==> src/rtl/pair_serializer_if.sv <==
// Pair-bus to word-serial handshake bundle: upstream pair side plus serial output side.
// The slave modport is the serializer; master is whatever drives pairs in and drains words.
interface pair_serializer_if;
    logic        in_valid;
    logic        in_ready;
    logic [31:0] in_a;
    logic [31:0] in_b;
    logic        in_last;
    logic        out_valid;
    logic        out_ready;
    logic [31:0] out_data;
    logic        out_sel;
    logic        out_last;
    logic        frame_err;

    modport master (
        output in_valid, in_a, in_b, in_last, out_ready,
        input  in_ready, out_valid, out_data, out_sel, out_last, frame_err
    );

    modport slave (
        input  in_valid, in_a, in_b, in_last, out_ready,
        output in_ready, out_valid, out_data, out_sel, out_last, frame_err
    );
endinterface

==> src/rtl/pair_serializer.sv <==
// Buffers up to DEPTH {a, b, last} pairs and replays them as a, b words on a serial
// valid/ready stream; also flags frames whose length disagrees with in_last.
module pair_serializer #(
    parameter int DEPTH       = 2,
    parameter int FRAME_PAIRS = 3
) (
    input  logic                clk,
    input  logic                rst_n,
    pair_serializer_if.slave    bus
);
    localparam int PTR_W = (DEPTH > 1) ? $clog2(DEPTH) : 1;
    localparam int CNT_W = $clog2(DEPTH + 1);
    localparam int PC_W  = (FRAME_PAIRS > 1) ? $clog2(FRAME_PAIRS) : 1;
    localparam logic [CNT_W-1:0] CNT_FULL = CNT_W'(DEPTH);
    localparam logic [PC_W-1:0]  PC_LAST  = PC_W'(FRAME_PAIRS - 1);

    typedef enum logic {
        PH_A = 1'b0,
        PH_B = 1'b1
    } phase_t;

    phase_t            r_phase;
    phase_t            w_phase_nxt;

    logic [31:0]       r_mem_a    [DEPTH];
    logic [31:0]       r_mem_b    [DEPTH];
    logic              r_mem_last [DEPTH];
    logic [PTR_W-1:0]  r_wr_ptr;
    logic [PTR_W-1:0]  r_rd_ptr;
    logic [CNT_W-1:0]  r_count;
    logic [PC_W-1:0]   r_pair_cnt;
    logic              r_frame_err;

    logic              w_in_ready;
    logic              w_out_valid;
    logic              w_push;
    logic              w_out_hs;
    logic              w_pop;
    logic              w_pc_at_end;

    // in_ready comes from occupancy alone, so a pop never lets a push into a full buffer.
    always_comb begin
        w_in_ready  = (r_count != CNT_FULL);
        w_out_valid = (r_count != '0);
        w_push      = bus.in_valid & w_in_ready;
        w_out_hs    = w_out_valid & bus.out_ready;
        w_pc_at_end = (r_pair_cnt == PC_LAST);
    end

    always_ff @(posedge clk or negedge rst_n) begin
        if (!rst_n) begin
            r_phase <= PH_A;
        end else begin
            r_phase <= w_phase_nxt;
        end
    end

    always_comb begin
        w_phase_nxt = r_phase;
        w_pop       = 1'b0;
        case (r_phase)
            PH_A: begin
                if (w_out_hs) begin
                    w_phase_nxt = PH_B;
                end
            end
            PH_B: begin
                if (w_out_hs) begin
                    w_phase_nxt = PH_A;
                    w_pop       = 1'b1;
                end
            end
            default: begin
                w_phase_nxt = PH_A;
            end
        endcase
    end

    always_ff @(posedge clk or negedge rst_n) begin
        if (!rst_n) begin
            for (int unsigned i = 0; i < DEPTH; i++) begin
                r_mem_a[i]    <= '0;
                r_mem_b[i]    <= '0;
                r_mem_last[i] <= 1'b0;
            end
        end else if (w_push) begin
            r_mem_a[r_wr_ptr]    <= bus.in_a;
            r_mem_b[r_wr_ptr]    <= bus.in_b;
            r_mem_last[r_wr_ptr] <= bus.in_last;
        end
    end

    // DEPTH is a power of two, so pointers wrap by plain overflow.
    always_ff @(posedge clk or negedge rst_n) begin
        if (!rst_n) begin
            r_wr_ptr <= '0;
            r_rd_ptr <= '0;
            r_count  <= '0;
        end else begin
            if (w_push) begin
                r_wr_ptr <= r_wr_ptr + PTR_W'(1);
            end
            if (w_pop) begin
                r_rd_ptr <= r_rd_ptr + PTR_W'(1);
            end
            case ({w_push, w_pop})
                2'b10:   r_count <= r_count + CNT_W'(1);
                2'b01:   r_count <= r_count - CNT_W'(1);
                default: r_count <= r_count;
            endcase
        end
    end

    always_ff @(posedge clk or negedge rst_n) begin
        if (!rst_n) begin
            r_pair_cnt  <= '0;
            r_frame_err <= 1'b0;
        end else if (w_push) begin
            if (bus.in_last || w_pc_at_end) begin
                r_pair_cnt <= '0;
            end else begin
                r_pair_cnt <= r_pair_cnt + PC_W'(1);
            end
            if (bus.in_last != w_pc_at_end) begin
                r_frame_err <= 1'b1;
            end
        end
    end

    always_comb begin
        bus.in_ready  = w_in_ready;
        bus.out_valid = w_out_valid;
        bus.out_data  = (r_phase == PH_B) ? r_mem_b[r_rd_ptr] : r_mem_a[r_rd_ptr];
        bus.out_sel   = (r_phase == PH_B);
        bus.out_last  = (r_phase == PH_B) & r_mem_last[r_rd_ptr];
        bus.frame_err = r_frame_err;
    end
endmodule

==> src/flat_wrapper.sv <==
// flat-port wrapper written by rule: the top's interface ports become plain ports
module pair_serializer_flat 
#(
    parameter int DEPTH       = 2,
    parameter int FRAME_PAIRS = 3
)
  (clk, rst_n, bus_in_valid, bus_in_a, bus_in_b, bus_in_last, bus_out_ready, bus_in_ready, bus_out_valid, bus_out_data, bus_out_sel, bus_out_last, bus_frame_err);
  pair_serializer_if bus_i ();
  input  logic clk;
  input  logic rst_n;
  input wire logic [$bits(bus_i.in_valid)-1:0] bus_in_valid;
  input wire logic [$bits(bus_i.in_a)-1:0] bus_in_a;
  input wire logic [$bits(bus_i.in_b)-1:0] bus_in_b;
  input wire logic [$bits(bus_i.in_last)-1:0] bus_in_last;
  input wire logic [$bits(bus_i.out_ready)-1:0] bus_out_ready;
  output wire logic [$bits(bus_i.in_ready)-1:0] bus_in_ready;
  output wire logic [$bits(bus_i.out_valid)-1:0] bus_out_valid;
  output wire logic [$bits(bus_i.out_data)-1:0] bus_out_data;
  output wire logic [$bits(bus_i.out_sel)-1:0] bus_out_sel;
  output wire logic [$bits(bus_i.out_last)-1:0] bus_out_last;
  output wire logic [$bits(bus_i.frame_err)-1:0] bus_frame_err;
  assign bus_i.in_valid = bus_in_valid;
  assign bus_i.in_a = bus_in_a;
  assign bus_i.in_b = bus_in_b;
  assign bus_i.in_last = bus_in_last;
  assign bus_i.out_ready = bus_out_ready;
  assign bus_in_ready = bus_i.in_ready;
  assign bus_out_valid = bus_i.out_valid;
  assign bus_out_data = bus_i.out_data;
  assign bus_out_sel = bus_i.out_sel;
  assign bus_out_last = bus_i.out_last;
  assign bus_frame_err = bus_i.frame_err;
  pair_serializer #(.DEPTH(DEPTH), .FRAME_PAIRS(FRAME_PAIRS)) u_core (.clk(clk), .rst_n(rst_n), .bus(bus_i));
endmodule
==> config.mk <==
export PLATFORM = sky130hd
export DESIGN_NAME = pair_serializer_flat
export DESIGN_NICKNAME = d
export VERILOG_FILES = /design/src/rtl/pair_serializer_if.sv /design/src/rtl/pair_serializer.sv /design/src/flat_wrapper.sv
export SDC_FILE = /design/constraint.sdc
export NUM_CORES = 1
export LEC_CHECK = 0
export CORE_ASPECT_RATIO = 2
export CORE_MARGIN = 2
export CORE_UTILIZATION = 54
export DETAILED_ROUTE_END_ITERATION = 12
export PLACE_DENSITY = 0.91
export SETUP_SLACK_MARGIN = 0.3
export SLEW_MARGIN = 30
export SYNTH_ARGS = -nofsm -noshare
export SYNTH_HDL_FRONTEND = slang
export SYNTH_SLANG_ARGS = --single-unit
==> constraint.sdc <==
create_clock -name clk -period 2.2 [get_ports clk]
set_input_delay 0.66 -clock clk [delete_from_list [all_inputs] [get_ports clk]]
set_output_delay 0.66 -clock clk [all_outputs]
set_load 0.01 [all_outputs]
# After elaboration in Yosys (flattened, before gate mapping)
# Index checks and enable logic that the tools add are counted.
[totals]
regBits = 138
[classes]
add_sub_neg = 5
magnitude_cmp = 3
n_eq_ne = 5
muxes = 23
n_bitwise = 6
n_reduce_logical = 5
[op_table]
columns = ["operator", "n"]
rows = [
  ["$mux 32", 8],
  ["$bwmux 64", 2],
  ["$demux 32 s1", 1],
  ["$mux 1", 7],
  ["$add 2x1->2 const B", 2],
  ["$eq 2x2->1 const B", 2],
  ["$ge 2x2->1 const B", 2],
  ["$not 1->2", 2],
  ["$pmux 2 s2", 1],
  ["$reduce_bool 2->1", 2],
  ["$and 1x1->1", 3],
  ["$add 1x1->1 const B", 2],
  ["$bwmux 2", 1],
  ["$eq 2x1->1 const B", 1],
  ["$lt 2x1->1 const B", 1],
  ["$mux 2", 1],
  ["$ne 2x2->1 const B", 1],
  ["$pmux 1 s2", 1],
  ["$reduce_and 2->1", 1],
  ["$sub 2x1->2 const B", 1],
  ["$demux 1 s1", 1],
  ["$logic_and 1x1->1", 1],
  ["$logic_or 1x1->1", 1],
  ["$ne 1x1->1", 1],
  ["$not 1->1", 1],
]

# Longest topological paths before layout
# Gate-level depths: netlist of the first run.
[depth]
word_depth = 6
mapped_depth = 7
ltp_nobuf = 7

# Worst setup path after synthesis of the first run
# OpenSTA, ideal clock, no wires.
[synth_path]
path_kind = "register to output"
startpoint = "register u_core.r_rd_ptr"
endpoint = "output bus_out_data[23]"
arrival_time_ns = 1.354
required_ns = 1.540
path_slack_ns = 0.186
stages_incl_launch_ff = 4
n_path_buf = 2
cell_sequence = "dfrtp_1 > buf_2 > buf_2 > mux4_2"
[synth_between]
elab_chain_len = 5
[synth_rtl]
columns = ["item", "line", "rtl"]
rows = [
  ["start: declaration", "pair_serializer.sv:29", "logic [PTR_W-1:0] r_rd_ptr;"],
  ["start signal: assignment", "pair_serializer.sv:104", "r_rd_ptr <= r_rd_ptr + PTR_W'(1);"],
  ["$not 1->2 (not written as such) *", "pair_serializer.sv:133", "bus.out_data = (r_phase == PH_B) ? r_mem_b[r_rd_ptr] : r_mem_a[r_rd_ptr];"],
  ["$mux 32 (not written as such) (3 in a row)", "pair_serializer.sv:133", ""],
  ["$mux 32 *", "pair_serializer.sv:133", ""],
  ["end: declaration", "flat_wrapper.sv:18", "output wire logic [$bits(bus_i.out_data)-1:0] bus_out_data;"],
]
# Mark *: on every way between the ends. The rest lies on a longest branch, timed or not. The select of a mux whose other input is x is not followed.

# Worst setup path after layout of the first run
[layout_path]
startpoint = "register u_core.r_rd_ptr"
endpoint = "output bus_out_data[17]"
# Same word-level chain as after synthesis.

==> results.md, run 1 <==
* Status: finished, violations left
* Failing checks: negative setup slack
* RSZ-0062 raised after global routing: yes
* Largest net degree at the start of global routing at 45
* Final setup vio count at 32
* Netlist cell types at 22
* Initial DRT Pass Iterations at 4
* Clock share of power at 21.9%
* Average cell area after synthesis at 18.8 sq um
* Root buffer cell: clkbuf_16
* Psw at 4.26 mW
* Gr usage total at 23.7%
* HPWL Detailed at 9.08 mm
* Synth Net Count at 421
* Fraction of layout cells with a size suffix above 1 at 54.3%
* Reg clk slew, reported paths at 0.06 ns
* Worst r2r dst: u_core.r_count[1]
* Final ANT Viol Nets at 0
* Routed WL per cell at 22.1 um
* First-pass GRT wire length at 23.0 mm
* Kind of critical path: reg -> out
* Design area at 0.00854 sq mm
* CP Launch Type: register
* Worst hold path class: in -> async
* Die area at 0.0130 sq mm
* Vias in the first global route at 4218
* Setup ws final at -0.266 ns
* Sequential power share at 31.3%
* H-tree levels at 4
* Clk_skew at 0.00794 ns
* Core ar. at 0.0118 sq mm
* CTS tree: done
* Total internal power at 10.6 mW
* # rows at 56
* DRC Markers at 0
* Die Width at 81.8 um
* Initial core utilization at 55.5%
* Leak pwr at 3.78 nW
* CP endpoint kind: primary output
* Post-synthesis sequential area ratio at 52.9%
* Synth Instances at 348
* Total Wirelength at 14.1 mm
* Critical path fanouts, max at 7
* # port buffers at 105
* Chip height at 160 um
* Synth warnings at 0
* Worst skew pair latency at 0.41 ns
* Synth Cell Area at 0.00653 sq mm
* Ports at 106
* Gpl congestion at 0.796
* Total CTS buffers at 17
* Slew margin rel. at 74.5%
* Dpl cell area at 0.00769 sq mm
* Clk sinks at 138
* Ranking of synthesized cells by area: dfrtp_1 (53%), mux2_4 (23%), mux4_2 (11%), mux2_2 (5.3%), buf_12 (3.7%)
* Max-capacitance violation count at 0
* Max frequency at 406 MHz
* Top-area cell type share of the netlist area at 52.9%
* Number of diodes at 0
* CTS max path bufs at 2
* Max Slew Vio Count at 0
* Initial antenna violation count at 0
* Minimum clock period at 2.47 ns
* Worst Hold Margin at 0.145 ns
* RR Startpoint: u_core.r_count[0]
* DR vias/cell at 5.54
* Worst Path Arrival at 1.81 ns
* Final Core Density at 72.6%
* Switching Share at 28.7%
* Worst VDD drop at 0.00103 V
* Vias at 3530
* Area growth from synthesis to layout at 30.8%
* Hold_buf cts at 0
* R2R setup slack at 0.37 ns
* Grt ovf at 0
* Final hold violations at 0
* CP required at 1.54 ns
* Yosys reg bits at 138
* Pwr/cell area at 1740 mW/mm^2
* Slew @ Worst Pin at 0.382 ns
* R2R depth at 8
* Layout net count at 552
* Synth area leader: dfrtp_1
* Final worst-path cycle share at 112%
* Iter 0 DRT Violations at 126
* Gate power share at 46.8%
## per-layer routing
| layer | wire length (um) | part of all wire (%) | GRT usage (%) | vias up |
|---|---|---|---|---|
| li1 | - | - | - | 1542 |
| met1 | 5320 | 38 | 28.2 | 1886 |
| met2 | 7980 | 57 | 41.2 | 82 |
| met3 | 495 | 3.5 | 5.22 | 20 |
| met4 | 279 | 2.0 | 8.48 | 0 |
| met5 | 0 | 0 | 0 | - |
## logic make-up after synthesis
logic type / share of synthesized area (%)
muxes: 39.7
buffers and inverters: 4.73
adders and majority gates: 0.766
xor gates and xnor gates: 0.671
DFF: 52.9
AOI/OAI and AO/OA: 0.134
and+or+nand+nor: 1.13
## repair_timing
item | CTS | global route
cloned | 2 | 0
pin swaps | 0 | 3
endpoints found under the setup margin | 38 | 36
setup buffers | 10 | 2
gates resized for setup | 173 | 12
## cell usage in the layout (no fill, tap or decap), drive strengths merged
master	count
dfrtp	138
and2	1
xnor2	3
nand2	2
xor2	2
ha	4
a31o	1
inv	3
mux4	32
buf	66
and3	1
dlygate4sd2	1
clkdlybuf4s50	67
bufinv	6
mux2	131
nand2b	1
or2	1
nor2	1
and3b	1
nor2b	2
clkinv	5
clkbuf	21
mux2i	2
## how the worst max path moves through the flow
stage	from	cells past startpoint	slack, ns	endpoint
2_1_floorplan	u_core.r_rd_ptr	3	0.27	bus_out_data[10]
3_3_place_gp	u_core.r_rd_ptr	3	-0.12	bus_out_data[12]
3_5_place_dp	u_core.r_rd_ptr	3	-0.16	bus_out_data[10]
4_1_cts	u_core.r_rd_ptr	5	-0.28	bus_out_data[17]
5_1_grt	u_core.r_rd_ptr	5	-0.32	bus_out_data[17]
6_report	u_core.r_rd_ptr	5	-0.27	bus_out_data[17]
## state kept, by name (all words and copies together), names as in the netlist
register,flops
u_core.r_count,2
u_core.bus.frame_err,1
u_core.r_mem_b,64
u_core.r_pair_cnt,2
u_core.r_rd_ptr,1
u_core.r_wr_ptr,1
u_core.bus.out_sel,1
u_core.r_mem_last,2
u_core.r_mem_a,64
## synthesized netlist by cell type
cell type	number
dfrtp_1	138
mux2_4	100
mux4_2	32
mux2_2	31
buf_12	12
buf_2	4
buf_4	4
ha_1	4
inv_1	3
xnor2_1	3
clkbuf_1	2
mux2i_1	2
nand2_1	2
nor2b_1	2
xor2_1	2
a31o_2	1
and2_1	1
and3_4	1
and3b_4	1
nand2b_4	1
nor2_1	1
or2_2	1
## through the flow
step | power [mW] | instances | TNS [ns] | setup WS, ns
floorplan | 9.01 | 348 | 0 | 0.274
global placement | 10.9 | 591 | -2.56 | -0.117
detailed placement | 11.2 | 591 | -4.13 | -0.157
CTS | 14.8 | 635 | -7.06 | -0.284
global route | 15.6 | 637 | -8.33 | -0.317
finish | 14.8 | 637 | -6.70 | -0.266
## power by group through the flow
stage / Combinational [mW] / Clock (mW) / Sequential, mW
2_1_floorplan: 4.68 / 0 / 4.33
3_3_place_gp: 6.39 / 0 / 4.53
3_5_place_dp: 6.56 / 0 / 4.66
4_1_cts: 6.83 / 3.30 / 4.63
5_1_grt: 7.36 / 3.42 / 4.78
6_report: 6.95 / 3.25 / 4.64
## layout make-up
| type | count | area [sq um] |
|---|---|---|
| flip-flops and latches | 138 | 3450 |
| fillers | 716 | 3230 |
| multi-input cells | 185 | 2780 |
| repair buffers | 134 | 1440 |
| clock buffers | 21 | 460 |
| clock inverters | 11 | 216 |
| well taps | 145 | 181 |
| inverters | 3 | 11.3 |
## critical path, cell delays in order (launching register included)
cell     delay [ns]
dfrtp_2        0.43
buf_12         0.14
buf_8          0.12
buf_16         0.14
mux4_2         0.44
buf_6          0.14
(Power assumes the default switching activity.)
==> run 2: changes to the inputs <==
--- a/config.mk
+++ b/config.mk
@@ -10,7 +10,7 @@
 export CORE_UTILIZATION = 54
 export DETAILED_ROUTE_END_ITERATION = 12
 export PLACE_DENSITY = 0.91
-export SETUP_SLACK_MARGIN = 0.3
+export SETUP_SLACK_MARGIN = 0.5
 export SLEW_MARGIN = 30
 export SYNTH_ARGS = -nofsm -noshare
 export SYNTH_HDL_FRONTEND = slang
==> run 2 against run 1 <==
Net effect: the run still ends with negative setup slack left; wire length increased by 21%; clock skew increased by 0.0012 ns; cell area increased by 6.8%; count of clock-buffer cells in the layout decreased by 3; largest power group unchanged; critical endpoint is now bus_out_data[21].
==> results.md, run 2 (same netlist as run 1, synthesis figures left out) <==
* Status: finished, violations left
* Failing checks: negative setup slack
* Grt ovf at 0 (unchanged)
* Most frequent cells in the layout: dfrtp_1 (136), mux2_4 (130), clkdlybuf4s50_1 (66), buf_6 (48), mux4_2 (32)
* Reg clk slew, reported paths at 0.06 ns (about the same)
* Area growth from synthesis to layout at 39.7%
* Slowest cell delay on critical path at 0.55 ns (+0.11 ns)
* Placed cells at 591 (unchanged)
* Slowest cell on crit path: mux4_2
* DR vias/cell at 5.68 (+2.5%)
* Setup ws final at -0.275 ns (-0.00923 ns)
* H-tree levels at 4 (unchanged)
* R2R depth at 9 (+1)
* Die Width at 81.8 um (unchanged)
* Area taken by multi-input logic gates at 0.00292 sq mm (+5.1%)
* Layout net count at 577 (+4.5%)
* Gr usage total at 25.2% (+1.5 points)
* # port buffers at 105 (unchanged)
* Chip height at 160 um (unchanged)
* Initial antenna violation count at 0 (unchanged)
* Ports at 106 (unchanged)
* Routed WL per cell at 25.9 um (+17%)
* Initial DRT Pass Iterations at 4 (unchanged)
* CP required at 1.54 ns (about the same)
* Fraction of layout cells with a size suffix above 1 at 57.6% (+3.3 points)
* Number of diodes at 0 (unchanged)
* Register Area at 0.00346 sq mm (about the same)
* Max frequency at 404 MHz (-0.37%)
* Highest routed layer: met4
* DRC Markers at 0 (unchanged)
* Max-capacitance violation count at 0 (unchanged)
* Hold_buf cts at 0 (unchanged)
* R2R setup slack at 0.29 ns (-0.08 ns)
* Met2 Wirelength at 9.95 mm (+25%)
* Worst hold path class: in -> async
* CP most frequent cell: buf_6
* # rows at 56 (unchanged)
* Leak pwr at 4.11 nW (+8.6%)
* Critical path fanouts, max at 8 (+1)
* Final hold violations at 0 (unchanged)
* Slew @ Worst Pin at 0.473 ns (+0.0903 ns)
* Total CTS buffers at 17 (unchanged)
* Die area at 0.0130 sq mm (unchanged)
* First-pass GRT wire length at 23.7 mm (+3.2%)
* HPWL Detailed at 9.03 mm (-0.48%)
* Post-place setup slack at -0.133 ns (+0.0240 ns)
* Final ANT Viol Nets at 0 (unchanged)
* Pwr/cell area at 1770 mW/mm^2 (+1.9%)
* Clk_skew at 0.00909 ns (+0.00115 ns)
* Final setup vio count at 33 (+3.1%)
* Worst skew pair latency at 0.41 ns (about the same)
* Cells along the critical path: buf_6, buf_16, mux4_2, buf_6
* Met3 WL at 640 um (+29%)
* Total Wirelength at 17.1 mm (+21%)
* Clk sinks at 138 (unchanged)
* Biggest regs: u_core.r_mem_a x64, u_core.r_mem_b x64
* Root buffer cell: clkbuf_16
* CTS tree: done
* Final non-filler cell total at 661 (+3.8%)
* Worst r2r dst: u_core.r_mem_a[43]
* Final Core Density at 77.5% (+4.9 points)
* Final worst-path cycle share at 113% (+0.42 points)
* Initial core utilization at 55.5% (unchanged)
* Kind of critical path: reg -> out
* RR Startpoint: u_core.r_count[1]
* Number of fillers in the final layout at 633 (-12%)
* M1 WL at 5.94 mm (+12%)
* Slew margin rel. at 68.5% (-6.0 points)
* Critical Path Source: u_core.r_rd_ptr
* Max Slew Vio Count at 0 (unchanged)
* CP endpoint kind: primary output
* Vias at 3755 (+6.4%)
* Worst VDD drop at 0.00113 V (+10%)
* RSZ-0062 raised after global routing: yes
* Vias in the first global route at 4336 (+2.8%)
* Iter 0 DRT Violations at 189 (+50%)
* Gpl congestion at 0.758 (-4.7%)
* CTS max path bufs at 2 (unchanged)
* Worst Path Arrival at 1.82 ns (about the same)
* Minimum clock period at 2.48 ns (+0.00923 ns)
* CP Launch Type: register
* Largest net degree at the start of global routing at 50 (+11%)
* Commonest non-fill, non-tap cell in the layout: dfrtp_1
* Core ar. at 0.0118 sq mm (unchanged)
[run 2: cell types whose count changed in the layout (fill, tap and decap cells not counted), moves of 2 or more]
cell	delta
buf_2	-3
buf_6	+17
buf_4	+2
inv_6	+2
buf_16	+6
clkbuf_16	+5
mux2_4	+30
clkbuf_1	-2
mux2_2	-30
ha_4	+2
ha_2	-2
[run 2: area by class of cell]
class / count / area share [%]
inverter: 3 / 0.123
timing repair buffer: 159 / 20.8
sequential: 138 / 37.9
multi-input combinational: 185 / 32.0
clock buffer: 18 / 4.81
tap: 145 / 1.99
clock inverter: 13 / 2.36
[run 2: timing repair]
action,4_1_cts,5_1_grt
hold endpoints to repair,0,0
endpoints found under the setup margin,165,120
resized for setup,203,40
cloned,6,5
setup buffers,23,5
pin swaps,5,6
[run 2: where the power goes]
part / leakage (nW) / switching (mW) / internal [mW]
sequential: 1.62 / 0.899 / 3.86
combinational: 2.17 / 2.86 / 5.34
clock: 0.323 / 1.14 / 2.05
[run 2: worst max-delay path: cells and delay by family, from the launching register on]
kind,cells,cell delay (ns)
muxes,1,0.55
buffers and inverters,3,0.43
DFF,1,0.43
[run 2: per-stage QoR]
step / setup TNS [ns] / hold WS (ns) / instance area [sq um] / power (mW)
floorplan: 0 / 0.364 / 6590 / 9.12
global placement: -2.48 / 0.478 / 7710 / 10.9
detailed placement: -4.61 / 0.492 / 7710 / 11.3
CTS: -7.04 / 0.190 / 8780 / 15.2
global route: -9.07 / 0.207 / 9120 / 16.8
finish: -7.12 / 0.191 / 9120 / 16.1
[run 2: how the worst max path moves through the flow]
stage,endpoint,slack (ns),cells past startpoint
after global routing,bus_out_data[21],-0.32,4
after CTS,bus_out_data[29],-0.27,4
after detailed placement,bus_out_data[25],-0.13,3
after global placement,bus_out_data[25],-0.11,3
after floorplan,bus_out_data[10],0.38,3
final,bus_out_data[21],-0.28,4
[run 2: layer usage]
metal	vias to the layer above	GRT usage, %
met4	0	11.9
met5	-	0
met1	1995	27.4
met2	128	44.2
li1	1602	-
met3	30	6.29
